### src/rtl/uart_pkg.sv
// uart_pkg: shared types, limits and divisor calculation for the UART baud-tick generator.
package uart_pkg;

    localparam int unsigned UART_DIV_W   = 16;
    localparam int unsigned UART_DIV_MIN = 2;

    typedef logic [UART_DIV_W-1:0] uart_div_t;

    // Rounded clk cycles per oversample tick: round(clk_mhz*1e6 / (baud*os)).
    function automatic int unsigned uart_calc_div(input int unsigned clk_mhz,
                                                  input int unsigned baud,
                                                  input int unsigned os);
        longint unsigned num;
        longint unsigned den;
        num = 64'(clk_mhz) * 64'd1000000;
        den = 64'(baud) * 64'(os);
        return 32'((num + den / 2) / den);
    endfunction

endpackage

### src/rtl/uart_baud_gen.sv
// uart_baud_gen: programmable oversample/bit tick generator for the UART TX/RX engines.
// Optional fractional divider enabled by defining UART_BAUD_FRAC_EN; the port list is
// the same either way (frac_value is simply ignored when the macro is undefined).
module uart_baud_gen
    import uart_pkg::*;
#(
    parameter int unsigned CLK_FREQ   = 44,
    parameter int unsigned BAUD_RATE  = 9600,
    parameter int unsigned OVERSAMPLE = 16,
    parameter int unsigned DIV_W      = 16
) (
    input  logic             clk,
    input  logic             rst_n,
    input  logic             enable,
    input  logic             div_load,
    input  logic [DIV_W-1:0] div_value,
    input  logic [3:0]       frac_value,
    output logic [DIV_W-1:0] div_cur,
    output logic             tick_os,
    output logic             tick_baud
);

    localparam int unsigned DEF_DIV = uart_calc_div(CLK_FREQ, BAUD_RATE, OVERSAMPLE);
    localparam int unsigned OS_W    = (OVERSAMPLE > 1) ? $clog2(OVERSAMPLE) : 1;

    if (DEF_DIV < UART_DIV_MIN || 64'(DEF_DIV) >= (64'd1 << DIV_W)) begin : g_bad_div
        $error("uart_baud_gen: default divisor %0d out of range for DIV_W=%0d", DEF_DIV, DIV_W);
    end
    if (OVERSAMPLE < 2) begin : g_bad_os
        $error("uart_baud_gen: OVERSAMPLE must be >= 2");
    end

    logic [DIV_W-1:0] div_q, div_d;
    logic [DIV_W-1:0] clk_cnt_q, clk_cnt_d;
    logic [OS_W-1:0]  os_cnt_q, os_cnt_d;
    logic             tick_os_q, tick_os_d;
    logic             tick_baud_q, tick_baud_d;
    logic [DIV_W-1:0] load_div;
    logic [DIV_W:0]   period;
    logic             term;

    // Divisors below the minimum would make ticks back-to-back, so they are clamped.
    assign load_div = (div_value < DIV_W'(UART_DIV_MIN)) ? DIV_W'(UART_DIV_MIN) : div_value;

`ifdef UART_BAUD_FRAC_EN
    logic [3:0] frac_q, frac_d;
    logic [3:0] acc_q, acc_d;
    logic [3:0] acc_sum;
    logic       carry;

    // The period in progress is stretched by one cycle when this terminal count's
    // accumulation carries, so the mean period is div_reg + frac_reg/16.
    assign {carry, acc_sum} = {1'b0, acc_q} + {1'b0, frac_q};
    assign period           = {1'b0, div_q} + (DIV_W + 1)'(carry);
`else
    logic unused_frac;
    assign unused_frac = ^frac_value;
    assign period      = {1'b0, div_q};
`endif

    assign term = ({1'b0, clk_cnt_q} == (period - (DIV_W + 1)'(1)));

    // Next divisor registers: only a load strobe changes them.
    always_comb begin
        div_d = div_q;
`ifdef UART_BAUD_FRAC_EN
        frac_d = frac_q;
`endif
        if (div_load) begin
            div_d = load_div;
`ifdef UART_BAUD_FRAC_EN
            frac_d = frac_value;
`endif
        end
    end

    // Next counter/tick state: load clears everything and wins over a terminal count.
    always_comb begin
        clk_cnt_d   = clk_cnt_q;
        os_cnt_d    = os_cnt_q;
        tick_os_d   = 1'b0;
        tick_baud_d = 1'b0;
`ifdef UART_BAUD_FRAC_EN
        acc_d = acc_q;
`endif
        if (div_load) begin
            clk_cnt_d = '0;
            os_cnt_d  = '0;
`ifdef UART_BAUD_FRAC_EN
            acc_d = '0;
`endif
        end else if (enable) begin
            if (term) begin
                clk_cnt_d = '0;
                tick_os_d = 1'b1;
`ifdef UART_BAUD_FRAC_EN
                acc_d = acc_sum;
`endif
                if (os_cnt_q == OS_W'(OVERSAMPLE - 1)) begin
                    os_cnt_d    = '0;
                    tick_baud_d = 1'b1;
                end else begin
                    os_cnt_d = os_cnt_q + OS_W'(1);
                end
            end else begin
                clk_cnt_d = clk_cnt_q + DIV_W'(1);
            end
        end
    end

    // Counter and tick registers.
    always_ff @(posedge clk or negedge rst_n) begin
        if (!rst_n) begin
            clk_cnt_q   <= '0;
            os_cnt_q    <= '0;
            tick_os_q   <= 1'b0;
            tick_baud_q <= 1'b0;
`ifdef UART_BAUD_FRAC_EN
            acc_q <= '0;
`endif
        end else begin
            clk_cnt_q   <= clk_cnt_d;
            os_cnt_q    <= os_cnt_d;
            tick_os_q   <= tick_os_d;
            tick_baud_q <= tick_baud_d;
`ifdef UART_BAUD_FRAC_EN
            acc_q <= acc_d;
`endif
        end
    end

    // Divisor registers, reset to the parameter-derived rate.
    always_ff @(posedge clk or negedge rst_n) begin
        if (!rst_n) begin
            div_q <= DIV_W'(DEF_DIV);
`ifdef UART_BAUD_FRAC_EN
            frac_q <= '0;
`endif
        end else begin
            div_q <= div_d;
`ifdef UART_BAUD_FRAC_EN
            frac_q <= frac_d;
`endif
        end
    end

    assign div_cur   = div_q;
    assign tick_os   = tick_os_q;
    assign tick_baud = tick_baud_q;

endmodule

### config.mk
export PLATFORM = sky130hd
export DESIGN_NAME = uart_baud_gen
export DESIGN_NICKNAME = d
export VERILOG_FILES = /design/src/rtl/uart_pkg.sv /design/src/rtl/uart_baud_gen.sv
export SDC_FILE = /design/constraint.sdc
export NUM_CORES = 1
export LEC_CHECK = 0
export CAP_MARGIN = 5
export CORE_ASPECT_RATIO = 1.25
export CORE_UTILIZATION = 45
export DETAILED_ROUTE_END_ITERATION = 10
export GPL_TIMING_DRIVEN = 0
export PLACE_DENSITY = 0.84
export SLEW_MARGIN = 10
export SYNTH_ARGS = -nofsm -noshare
export SYNTH_HDL_FRONTEND = slang
export SYNTH_SLANG_ARGS = --single-unit
export TNS_END_PERCENT = 10
### constraint.sdc
create_clock -name clk -period 3.28 [get_ports clk]
set_clock_uncertainty 0.2 [all_clocks]
set_input_delay 0.656 -clock clk [delete_from_list [all_inputs] [get_ports clk]]
set_output_delay 0.656 -clock clk [all_outputs]
set_load 0.01 [all_outputs]
==> impl_results.md, run 1 <==
- Total core area: a little under 0.005 mm^2
- Max frequency: approximately 300 MHz
- Remaining antenna violation count: 0
- Fill count: about 400
- Worst hold slack: 0.1460 ns
- Largest family of logic cells by synthesized area: simple AND/OR/NAND/NOR gates
- Maxcap violations: 0
- Fin crit share: 1.024
- CTS max path bufs: 2
- Worst Setup Start Kind: register
- Synth Area in Adders: 0.01636
- Avg Cell Area, Syn: around 9.4 um^2
- Critical path cell sequence: or4_4 -> or3_4 -> a211o_1 -> a221o_1 -> or4_4 -> or4b_4 -> a21oi_2
- Final Hold Fails: 0
- TritonCTS clock tree: yes
- First-pass GRT wire length: roughly 9200 um
- Routed len/inst: around 16 um
- Synth cell types: around 40
- Post-Syn Instances: 244
- Largest area contributor in the netlist: dfrtp_1
- Synth Flop Type: dfrtp_1
- Top-area cell type share of the netlist area: 0.3599
- Setup crit end kind: register
- RD Place Congestion: a little over 0.8
- Layout cells sized above 1: 0.1712
- PwrDens: 366.5 mW/mm^2
- DIE AREA: ~0.0054 mm^2
- GRT overflow: 0
- Number of synthesized flops with an enable pin: 0
- GRT Util Overall: 0.2259
- Leak: about 1.1 nW
- Worst Path Required: ~3.3 ns
- Htree depth: 2
- RSZ-0062 raised after global routing: true
- Vias in the first global route: roughly 2000
- Final wirelength: about 5700 um
- Clock latency on the worst-skew pair: roughly 0.3 ns
- Critical path's largest stage delay: 0.60 ns
- Final number of max-transition violations: 0
- Max-slew headroom: 0.5591
- Crit path max-delay cell type: or4_4
- Utilization after layout: 0.6095
- Starting Density: 0.4746
- Post-layout net count: 318
- Port Buffer Count: 36
- Diodes inserted: 0
- Worst hold path class: in -> async
- Initial antenna violation count: 0
- Mapped Area: roughly 0.0023 mm^2
- Power, Total: 1.080 mW
- Seq cells post-synth: 38
- Critical setup path kind: reg -> reg
- Area delta synth->final: 28.41%
- Seq/Total Area, Yosys: 0.4171
- R2R Path End: os_cnt_q[0]
- Critical path data arrival time: roughly 3.4 ns
- Placed Cells: ~340
- Simple-Gate Fraction of Synth Area: 0.2514
- DRC Markers: 0
- Mux cell area share after synthesis: 0.08179
- Worst Max-Slew Pin Slew: 0.6559 ns
- # setup viols final: 1
- Total CTS buffers: 5
- VDD IR max: 0.2054 mV
- Drt first pass iters: 4
- IO Count: between 40 and 50
- DR vias: 2069
- Number of synthesis warnings: 0
- Die width: ~66 um
- Crit path max fanout: 7
- Top post-synthesis cells by area: dfrtp_1 36%, mux2_2 6.9%, dfstp_2 5.7%
- Ys async rst share: 1.000
- Initial DRC count: ~110
- Crit-path most repeated cell: or4_4
- Worst setup margin: -0.07840 ns
- Failing checks: negative setup slack
- Syn Nets: approximately 270
- Drt via density: between 5 and 6
- Clk sinks: 38
- Die Y: slightly above 80 um
- Clock root cell: clkbuf_8
- Reg2reg setup slack: -0.08 ns
- Final std cells w/o fill: ~350
- Hpwl dp: 4175 um
- Area fraction in compound gates after synthesis: 0.1047
- Setup TNS Final: -0.07840 ns
- Status: finished, violations left
- R2R depth: 7
- Synth Area in XOR/XNOR: 0.1031
- Clk pin slew, worst setup/hold paths: 0.08 ns
- Reg2reg start: div_cur[0]
- Post-route minimum period: 3.358 ns
- FP Rows: 28
- Largest net degree at the start of global routing: 37
==> power by group <==
group          total, mW  switching (mW)  internal [mW]  leakage (nW)
registers          0.537          0.0412          0.495         0.485
clock network      0.336           0.166          0.170        0.0482
logic              0.207          0.0937          0.113         0.593
==> layout make-up <==
cell class | count | area, um^2 | area share
clock inverters | 1 | 5.005 | 0.001699
inverters | 4 | 15.01 | 0.005096
well taps | 60 | 75.07 | 0.02548
flip-flops and latches | 38 | 960.9 | 0.3261
multi-input cells | 191 | 1350 | 0.4582
clock buffers | 7 | 86.33 | 0.02930
plain buffers | 8 | 33.78 | 0.01146
repair buffers | 43 | 420.4 | 0.1427
==> worst max path at each step <==
stage | startpoint | endpoint | slack (ns) | cells past startpoint
3_3_place_gp | div_cur[0] | clk_cnt_q[13] | -0.26 | 9
6_report | div_cur[0] | os_cnt_q[0] | -0.08 | 7
2_1_floorplan | div_cur[0] | os_cnt_q[0] | -0.04 | 9
4_1_cts | div_cur[0] | os_cnt_q[3] | -0.15 | 8
5_1_grt | div_cur[1] | os_cnt_q[0] | -0.13 | 9
3_5_place_dp | div_cur[0] | clk_cnt_q[14] | -0.34 | 10
==> worst max-delay path, delay by kind of cell, from the launching register on <==
family	cells	cell delay [ns]
and+or+nand+nor	4	1.93
AOI/OAI and AO/OA	3	0.74
DFF	1	0.42
==> per-stage QoR <==
stage | area, um^2 | worst slack [ns]
floorplan | 2312 | -0.03868
global placement | 2748 | -0.2561
detailed placement | 2763 | -0.3391
CTS | 2895 | -0.1534
global route | 2947 | -0.1329
finish | 2947 | -0.07840
==> flip-flops by register name (all words and copies together), names as in the netlist <==
signal     count
clk_cnt_q     16
div_cur       16
os_cnt_q       4
tick_baud      1
tick_os        1
==> cells in the mapped netlist, types with 4 or more instances <==
cell,instances
nand2_1,16
nor2_1,19
a21oi_1,13
dfstp_2,5
clkbuf_1,8
nor2b_1,7
o21ai_0,10
nor3_1,5
nor4_1,9
a31oi_1,4
nand3_1,12
or4_1,7
or3_1,5
nand4_1,10
xnor2_1,15
mux2_2,14
nor3b_1,5
xor2_1,12
dfrtp_1,33
==> cell families after synthesis <==
| logic type | count (synthesis) |
|---|---|
| and+or+nand+nor | 105 |
| AOI/OAI and AO/OA | 39 |
| DFF | 38 |
| xor gates and xnor gates | 27 |
| muxes | 17 |
| buffers and inverters | 15 |
| adders and majority gates | 3 |
==> cells in the final DEF, fill, tap and decap left out, types with 12 or more instances in the layout <==
cell	count
clkdlybuf4s50_1	35
xor2_1	12
xnor2_1	15
nor2_1	19
nand2_1	16
mux2_2	14
a21oi_1	12
dfrtp_1	30
nand3_1	12
==> routing by layer <==
metal	vias to the layer above	wire (um)	global-route usage
li1	991	-	-
met5	-	0	0
met3	10	209	0.03750
met2	47	3022	0.4010
met1	1021	2387	0.2703
met4	0	116	0.08478
==> repair_timing <==
item                                    CTS  global route
resized for setup                        12             9
setup buffers                             1             5
endpoints found under the setup margin   20            22
cloned                                    0             0
pin swaps                                 0             4
hold buffers                              0             0
Power figures use the tool's default switching activity.
==> run 2, diff against run 1 <==
--- a/config.mk
+++ b/config.mk
@@ -5,12 +5,13 @@
 export SDC_FILE = /design/constraint.sdc
 export NUM_CORES = 1
 export LEC_CHECK = 0
+export ABC_AREA = 1
 export CAP_MARGIN = 5
-export CORE_ASPECT_RATIO = 1.25
+export CORE_ASPECT_RATIO = 1.4
 export CORE_UTILIZATION = 45
 export DETAILED_ROUTE_END_ITERATION = 10
 export GPL_TIMING_DRIVEN = 0
-export PLACE_DENSITY = 0.84
+export PLACE_DENSITY = 0.82
 export SLEW_MARGIN = 10
 export SYNTH_ARGS = -nofsm -noshare
 export SYNTH_HDL_FRONTEND = slang
==> run 2 against run 1 <==
  * The run now ends clean
  * Routed wire length rose by 31%
  * Highest routed layer unchanged
  * Setup slack improved by 0.78 ns
  * Count of clock-buffer cells in the layout did not move
  * Critical path depth grew 6
  * Via count increased by 37%
  * Die area rose by 20%
  * Register-to-register slack improved by 0.78 ns
  * Clock power grew 24%
==> impl_results.md, run 2 <==
- Max-slew headroom: 0.6374 (+0.07829)
- Top-area cell type share of the netlist area: 0.2989 (-0.06096)
- Utilization after layout: 0.5677 (-0.04177)
- Commonest cells in the netlist: 140 x nand2_1, 49 x inv_1, 41 x nor2_1
- Hold-fix buffers, CTS: 1 (+1)
- RD Place Congestion: 0.9342 (+14%)
- Hpwl dp: 5886 um (+41%)
- DIE AREA: 0.006461 mm^2 (+20%)
- Largest net degree at the start of global routing: 37 (unchanged)
- PwrDens: 384.7 mW/mm^2 (+5.0%)
- Setup TNS Final: 0 ns (+0.07840 ns)
- Diodes inserted: 0 (unchanged)
- Die width: 68.22 um (+3.6%)
- Area of the multi-input gates: 0.001599 mm^2 (+18%)
- Fin crit share: 0.7872 (-0.2367)
- Status: complete, no violations
- Layout cells sized above 1: 0.1121 (-0.05914)
- Post-CTS Resized: 0 (-12)
- Commonest non-fill, non-tap cells in the layout: 140 x nand2_1, 49 x inv_1, 41 x nor2_1, 36 x nand3_1, 35 x clkdlybuf4s50_1
- Critical path data arrival time: 2.55 ns (-0.83 ns)
- Drt via density: 5.402 (-8.1%)
- FP Rows: 33 (+18%)
- Post-Syn Instances: 409 (+68%)
- Final number of max-transition violations: 0 (unchanged)
- Drt first pass iters: 4 (unchanged)
- Avg Cell Area, Syn: 6.755 um^2 (-28%)
- CTS max path bufs: 2 (unchanged)
- Leak: 1.631 nW (+45%)
- Post-layout net count: 481 (+51%)
- Register Area: 957.2 um^2 (-0.39%)
- GRT overflow: 0 (unchanged)
- Final wirelength: 7527 um (+31%)
- VDD IR max: 0.2353 mV (+15%)
- Setup crit end kind: register
- Die Y: 94.71 um (+16%)
- First-pass GRT wire length: 12650 um (+38%)
- Routed len/inst: 14.34 um (-12%)
- Seq cells post-synth: 38 (unchanged)
- IO Count: 42 (unchanged)
- Vias in the first global route: 2834 (+42%)
- Worst Path Required: 3.25 ns (-0.06 ns)
- Leading cell type in the layout, fill and taps excluded: nand2_1
- Final Hold Fails: 0 (unchanged)
- Initial DRC count: 158 (+45%)
- Area delta synth->final: 21.33%
- GRT Util Overall: 0.2608 (+0.03489)
- Synth cell types: 30 (-27%)
- Synth Flop Type: dfrtp_1
- Cell with the most instances after synthesis: nand2_1
- DR vias: 2836 (+37%)
- Top post-synthesis cells by area: dfrtp_1 30%, nand2_1 19%, inv_1 6.7%
- Largest area contributor in the netlist: dfrtp_1
- Clk sinks: 38 (unchanged)
- Power, Total: 1.289 mW (+19%)
- Ys async rst share: 1.000 (unchanged)
- Setup Fix Bufs, Post-CTS: 0 (-1)
- Number of synthesis warnings: 0 (unchanged)
- TritonCTS clock tree: yes
- Syn Nets: 436 (+61%)
- Worst Max-Slew Pin Slew: 0.5419 ns (-0.1140 ns)
- RSZ-0062 raised after global routing: false
- Critical setup path kind: reg -> reg
- Max frequency: 387.3 MHz (+30%)
- Worst Setup Start Kind: register
- Number of synthesized flops with an enable pin: 0 (unchanged)
- Port Buffer Count: 36 (unchanged)
- Clock latency on the worst-skew pair: 0.29 ns (about the same)
- Crit path max fanout: 6 (-1)
- Worst hold path class: reg -> reg
- Post-route minimum period: 2.582 ns (-0.7764 ns)
- Clock root cell: clkbuf_8
- Starting Density: 0.4679 (-0.006742)
- Total CTS buffers: 5 (unchanged)
- Mapped Area: 0.002763 mm^2 (+20%)
- Seq/Total Area, Yosys: 0.3465 (-0.07065)
- Total core area: 0.005904 mm^2 (+22%)
- Fill count: 543 (+36%)
- # setup viols final: 0 (-1)
- Maxcap violations: 0 (unchanged)
- Clk pin slew, worst setup/hold paths: 0.07 ns (about the same)
- Htree depth: 2 (unchanged)
- DRC Markers: 0 (unchanged)
- Initial antenna violation count: 0 (unchanged)
- Remaining antenna violation count: 0 (unchanged)
## run 2: changes by cell type after synthesis, moves of 6 or more
cell     previous run  this run
xor2_1             12        18
nor2b_1             7         0
mux2_2             14         0
inv_1               3        49
a21oi_1            13         2
nor2_2              0        19
nor2_1             19        41
nor4_1              9         3
nand2_1            16       140
nand3_1            12        36
xnor2_1            15         5
or4_1               7         0
## run 2: logic make-up (layout without fill, tap and decap cells)
logic type,after synthesis,after routing,share of synthesized area
AND/OR/NAND/NOR,271,271,0.4561
buffers and inverters,55,101,0.07473
flip-flops,38,38,0.3465
XOR/XNOR,23,23,0.07292
AO/OA/AOI/OAI,19,19,0.03623
adder cells (fa/ha/maj),3,3,0.01359
## run 2: area by class of cell
cell class,instances,area share
timing repair buffer,38,0.1150
sequential,38,0.2856
inverter,51,0.05711
tap,70,0.02613
clock inverter,1,0.008959
multi-input combinational,316,0.4770
clock buffer,7,0.02576
buffer,4,0.004479
## run 2: metrics by stage
step           setup slack (ns)  std cells  instance area, um^2  hold slack, ns
6_report                 0.6980        525                 3352          0.3146
5_1_grt                  0.4623        525                 3352          0.3289
3_3_place_gp             0.4725        515                 3211          0.3065
4_1_cts                  0.7484        525                 3352          0.3197
2_1_floorplan             1.151        409                 2763          0.1604
3_5_place_dp             0.5606        516                 3226          0.2683
## run 2: worst paths after layout
check                           start  cells after the start  slack, ns      endpoint
setup / recovery           div_cur[0]                     13       0.70  clk_cnt_q[9]
hold / removal             div_cur[8]                      2       0.31    div_cur[8]
setup reg to reg           div_cur[0]                     13       0.70  clk_cnt_q[9]
hold reg to reg            div_cur[8]                      2       0.31    div_cur[8]
max in group asynchronous       rst_n                      3       1.92    div_cur[8]
min in group asynchronous       rst_n                      2       0.50    div_cur[5]
## run 2: worst max-delay path: stages (launching register included)
cell and delay (ns):
dfrtp_1 0.42, inv_1 0.17, ha_1 0.32, nand2_2 0.15, nor2_4 0.19, nand2_1 0.07
nand2_1 0.10, nand2_1 0.05, nor2_1 0.09, nand2_1 0.07, nor2_2 0.15, nand3_2 0.15
nand2_1 0.21, o21ai_0 0.11
## run 2: per-layer routing
metal	part of all wire	global-route usage	up-vias
met5	0	0	-
met1	0.38	0.3061	1344
li1	-	-	1369
met4	0.043	0.1372	0
met3	0.046	0.02415	28
met2	0.53	0.4542	95
## run 2: where the power goes
group	total, mW	switching [mW]	internal, mW
Sequential	0.540	0.0394	0.501
Clock	0.416	0.168	0.248
Combinational	0.333	0.200	0.133
==> run 3, diff against run 2 <==
--- a/config.mk
+++ b/config.mk
@@ -11,7 +11,7 @@
 export CORE_UTILIZATION = 45
 export DETAILED_ROUTE_END_ITERATION = 10
 export GPL_TIMING_DRIVEN = 0
-export PLACE_DENSITY = 0.82
+export PLACE_DENSITY = 0.79
 export SLEW_MARGIN = 10
 export SYNTH_ARGS = -nofsm -noshare
 export SYNTH_HDL_FRONTEND = slang
==> constraint.sdc (replaced) <==
create_clock -name clk -period 2.5 [get_ports clk]
set_clock_uncertainty 0.2 [all_clocks]
set_input_delay 0.5 -clock clk [delete_from_list [all_inputs] [get_ports clk]]
set_output_delay 0.5 -clock clk [all_outputs]
set_load 0.01 [all_outputs]
==> run 3 against run 2 <==
  * Final cell count rose by 0.19%
  * Critical path depth fell by 6
  * Sequential share of layout area fell by 0.40 points
  * Routed wire length fell by 2.9%
  * Largest power group unchanged
==> impl_results.md, run 3 (synthesized netlist as in run 2, its figures left out) <==
- Critical setup path kind: in -> reg
- GRT Util Overall: 0.2499 (-0.01090)
- Total core area: 0.005904 mm^2 (unchanged)
- Clock root cell: clkbuf_8
- Fill count: 575 (+5.9%)
- Remaining antenna violation count: 0 (unchanged)
- Maxcap violations: 0 (unchanged)
- Leading cell type in the layout, fill and taps excluded: nand2_1
- Final Hold Fails: 0 (unchanged)
- Clk sinks: 38 (unchanged)
- R2R depth: 16 (+3)
- Final std cells w/o fill: 526 (+0.19%)
- IO Count: 42 (unchanged)
- Final wirelength: 7306 um (-2.9%)
- R2R Path End: tick_baud
- Die Y: 94.71 um (unchanged)
- Vias in the first global route: 2687 (-5.2%)
- Htree depth: 2 (unchanged)
- Utilization after layout: 0.5758 (+0.008053)
- Final number of max-transition violations: 0 (unchanged)
- Worst hold slack: 0.3231 ns (+0.008478 ns)
- Max frequency: 426.7 MHz
- RD Place Congestion: 0.9456 (+1.2%)
- Layout cells sized above 1: 0.1228 (+0.01072)
- Post-route cell area: 0.003400 mm^2 (+1.4%)
- Diodes inserted: 0 (unchanged)
- Buffers & Inverters on Critical Path: 2 (+1)
- Drt via density: 5.268 (-2.5%)
- DR vias: 2771 (-2.3%)
- FP Rows: 33 (unchanged)
- # setup viols final: 0 (unchanged)
- Crit path max fanout: 8 (+2)
- CTS max path bufs: 2 (unchanged)
- Initial DRC count: 132 (-16%)
- Critical path cell sequence: clkdlybuf4s50_1 -> nor2_1 -> inv_1 -> nand2_1 -> nor3_1 -> xnor2_1 -> nor2_2
- Placed Cells: 516 (unchanged)
- Crit path max-delay cell type: clkdlybuf4s50_1
- Largest net degree at the start of global routing: 38 (+2.7%)
- Die width: 68.22 um (unchanged)
- Area delta synth->final: 23.05%
- Hpwl dp: 5769 um (-2.0%)
- VDD IR max: 0.3105 mV (+32%)
- Routed len/inst: 13.89 um (-3.1%)
- Leak: 1.636 nW (+0.31%)
- Setup TNS Final: 0 ns (unchanged)
- Initial antenna violation count: 0 (unchanged)
- Clk pin slew, worst setup/hold paths: 0.07 ns (about the same)
- Max-slew headroom: 0.6521 (+0.01469)
- Crit path max-delay family: buffers and inverters
- Worst Path Required: 2.48 ns (-0.77 ns)
- Drt first pass iters: 5 (+1)
- Status: complete, no violations
- Fin crit share: 0.9375
- Pre-CTS WS: -0.09004 ns (-0.6507 ns)
- Commonest non-fill, non-tap cells in the layout: 139 x nand2_1, 48 x inv_1, 40 x nor2_1, 36 x nand3_1, 35 x clkdlybuf4s50_1
- Hold endpoint: div_cur[8]
- Reg2reg setup slack: 0.18 ns (-0.52 ns)
- Dpl cell area: 0.003226 mm^2 (unchanged)
- Worst setup margin: 0.1564 ns (-0.5416 ns)
- WHS Path Cells: 2 (unchanged)
- TritonCTS clock tree: yes
- Critical path data arrival time: 2.33 ns (-0.22 ns)
- Critical path's largest stage delay: 0.60 ns (+0.18 ns)
- Setup crit end kind: register
- Worst Setup Start Kind: input pin
- DIE AREA: 0.006461 mm^2 (unchanged)
- Worst Max-Slew Pin Slew: 0.5171 ns (-0.02481 ns)
- Reg2reg start: div_cur[1]
- Starting Density: 0.4679 (unchanged)
- First-pass GRT wire length: 11960 um (-5.5%)
- Port Buffer Count: 36 (unchanged)
- Hold Startpoint: div_cur[8]
- PwrDens: 499.3 mW/mm^2 (+30%)
- GRT overflow: 0 (unchanged)
- Post-route minimum period: 2.344 ns
- Total CTS buffers: 5 (unchanged)
- Power, Total: 1.697 mW (+32%)
- Clock latency on the worst-skew pair: 0.30 ns (about the same)
- DRC Markers: 0 (unchanged)
- Worst hold path class: reg -> reg
- Post-layout net count: 482 (+0.21%)
[run 3: metal layers]
| layer | up-vias | global-route usage | routed length [um] |
|---|---|---|---|
| met2 | 81 | 0.4371 | 3767 |
| met1 | 1286 | 0.2717 | 2847 |
| li1 | 1374 | - | - |
| met5 | - | 0 | 0 |
| met3 | 30 | 0.03986 | 309 |
| met4 | 0 | 0.1528 | 382 |
[run 3: area by class of cell]
class | instances | area (um^2) | area share
Tap cell | 70 | 87.58 | 0.02576
Buffer | 4 | 15.01 | 0.004417
Inverter | 51 | 191.4 | 0.05631
Timing Repair Buffer | 39 | 392.9 | 0.1156
Multi-Input combinational cell | 316 | 1639 | 0.4821
Clock inverter | 1 | 30.03 | 0.008833
Clock buffer | 7 | 86.33 | 0.02540
Sequential cell | 38 | 957.2 | 0.2816
[run 3: worst max-delay path by stage]
| stage | startpoint | end | slack (ns) | cells past startpoint |
|---|---|---|---|---|
| after CTS | div_cur[0] | os_cnt_q[0] | 0.02 | 14 |
| after detailed placement | enable | clk_cnt_q[8] | -0.09 | 7 |
| final | enable | clk_cnt_q[8] | 0.16 | 7 |
| after global routing | div_cur[1] | clk_cnt_q[1] | -0.008 | 15 |
| after global placement | rst_n | div_cur[9] | -0.13 | 1 |
| after floorplan | div_cur[0] | clk_cnt_q[14] | 0.37 | 13 |
[run 3: report_power, final]
group	switching (mW)	leakage [nW]	total (mW)	internal, mW
logic	0.263	1.09	0.442	0.179
clock network	0.220	0.0585	0.545	0.325
registers	0.0531	0.491	0.710	0.657
[run 3: what timing repair did]
| item | 4_1_cts | 5_1_grt |
|---|---|---|
| setup buffers | 0 | 1 |
| setup endpoints to repair | 0 | 22 |
| endpoints found under the hold margin | 33 | 0 |
| gates resized for setup | 0 | 9 |
| hold buffers | 1 | 0 |
[run 3: worst reg2reg max path, cell delays in order (launching register included)]
cell and delay, ns:
dfstp_2 0.53, inv_1 0.09, ha_4 0.28, inv_1 0.03, nand2_1 0.05, nand2_1 0.07
inv_1 0.08, nand2_1 0.06, nor2_1 0.09, nand3_1 0.08, nor2_1 0.09, nand2_1 0.07
nor2_2 0.15, nand3_4 0.13, nor2_4 0.11, nand2_1 0.07, nor2_1 0.09
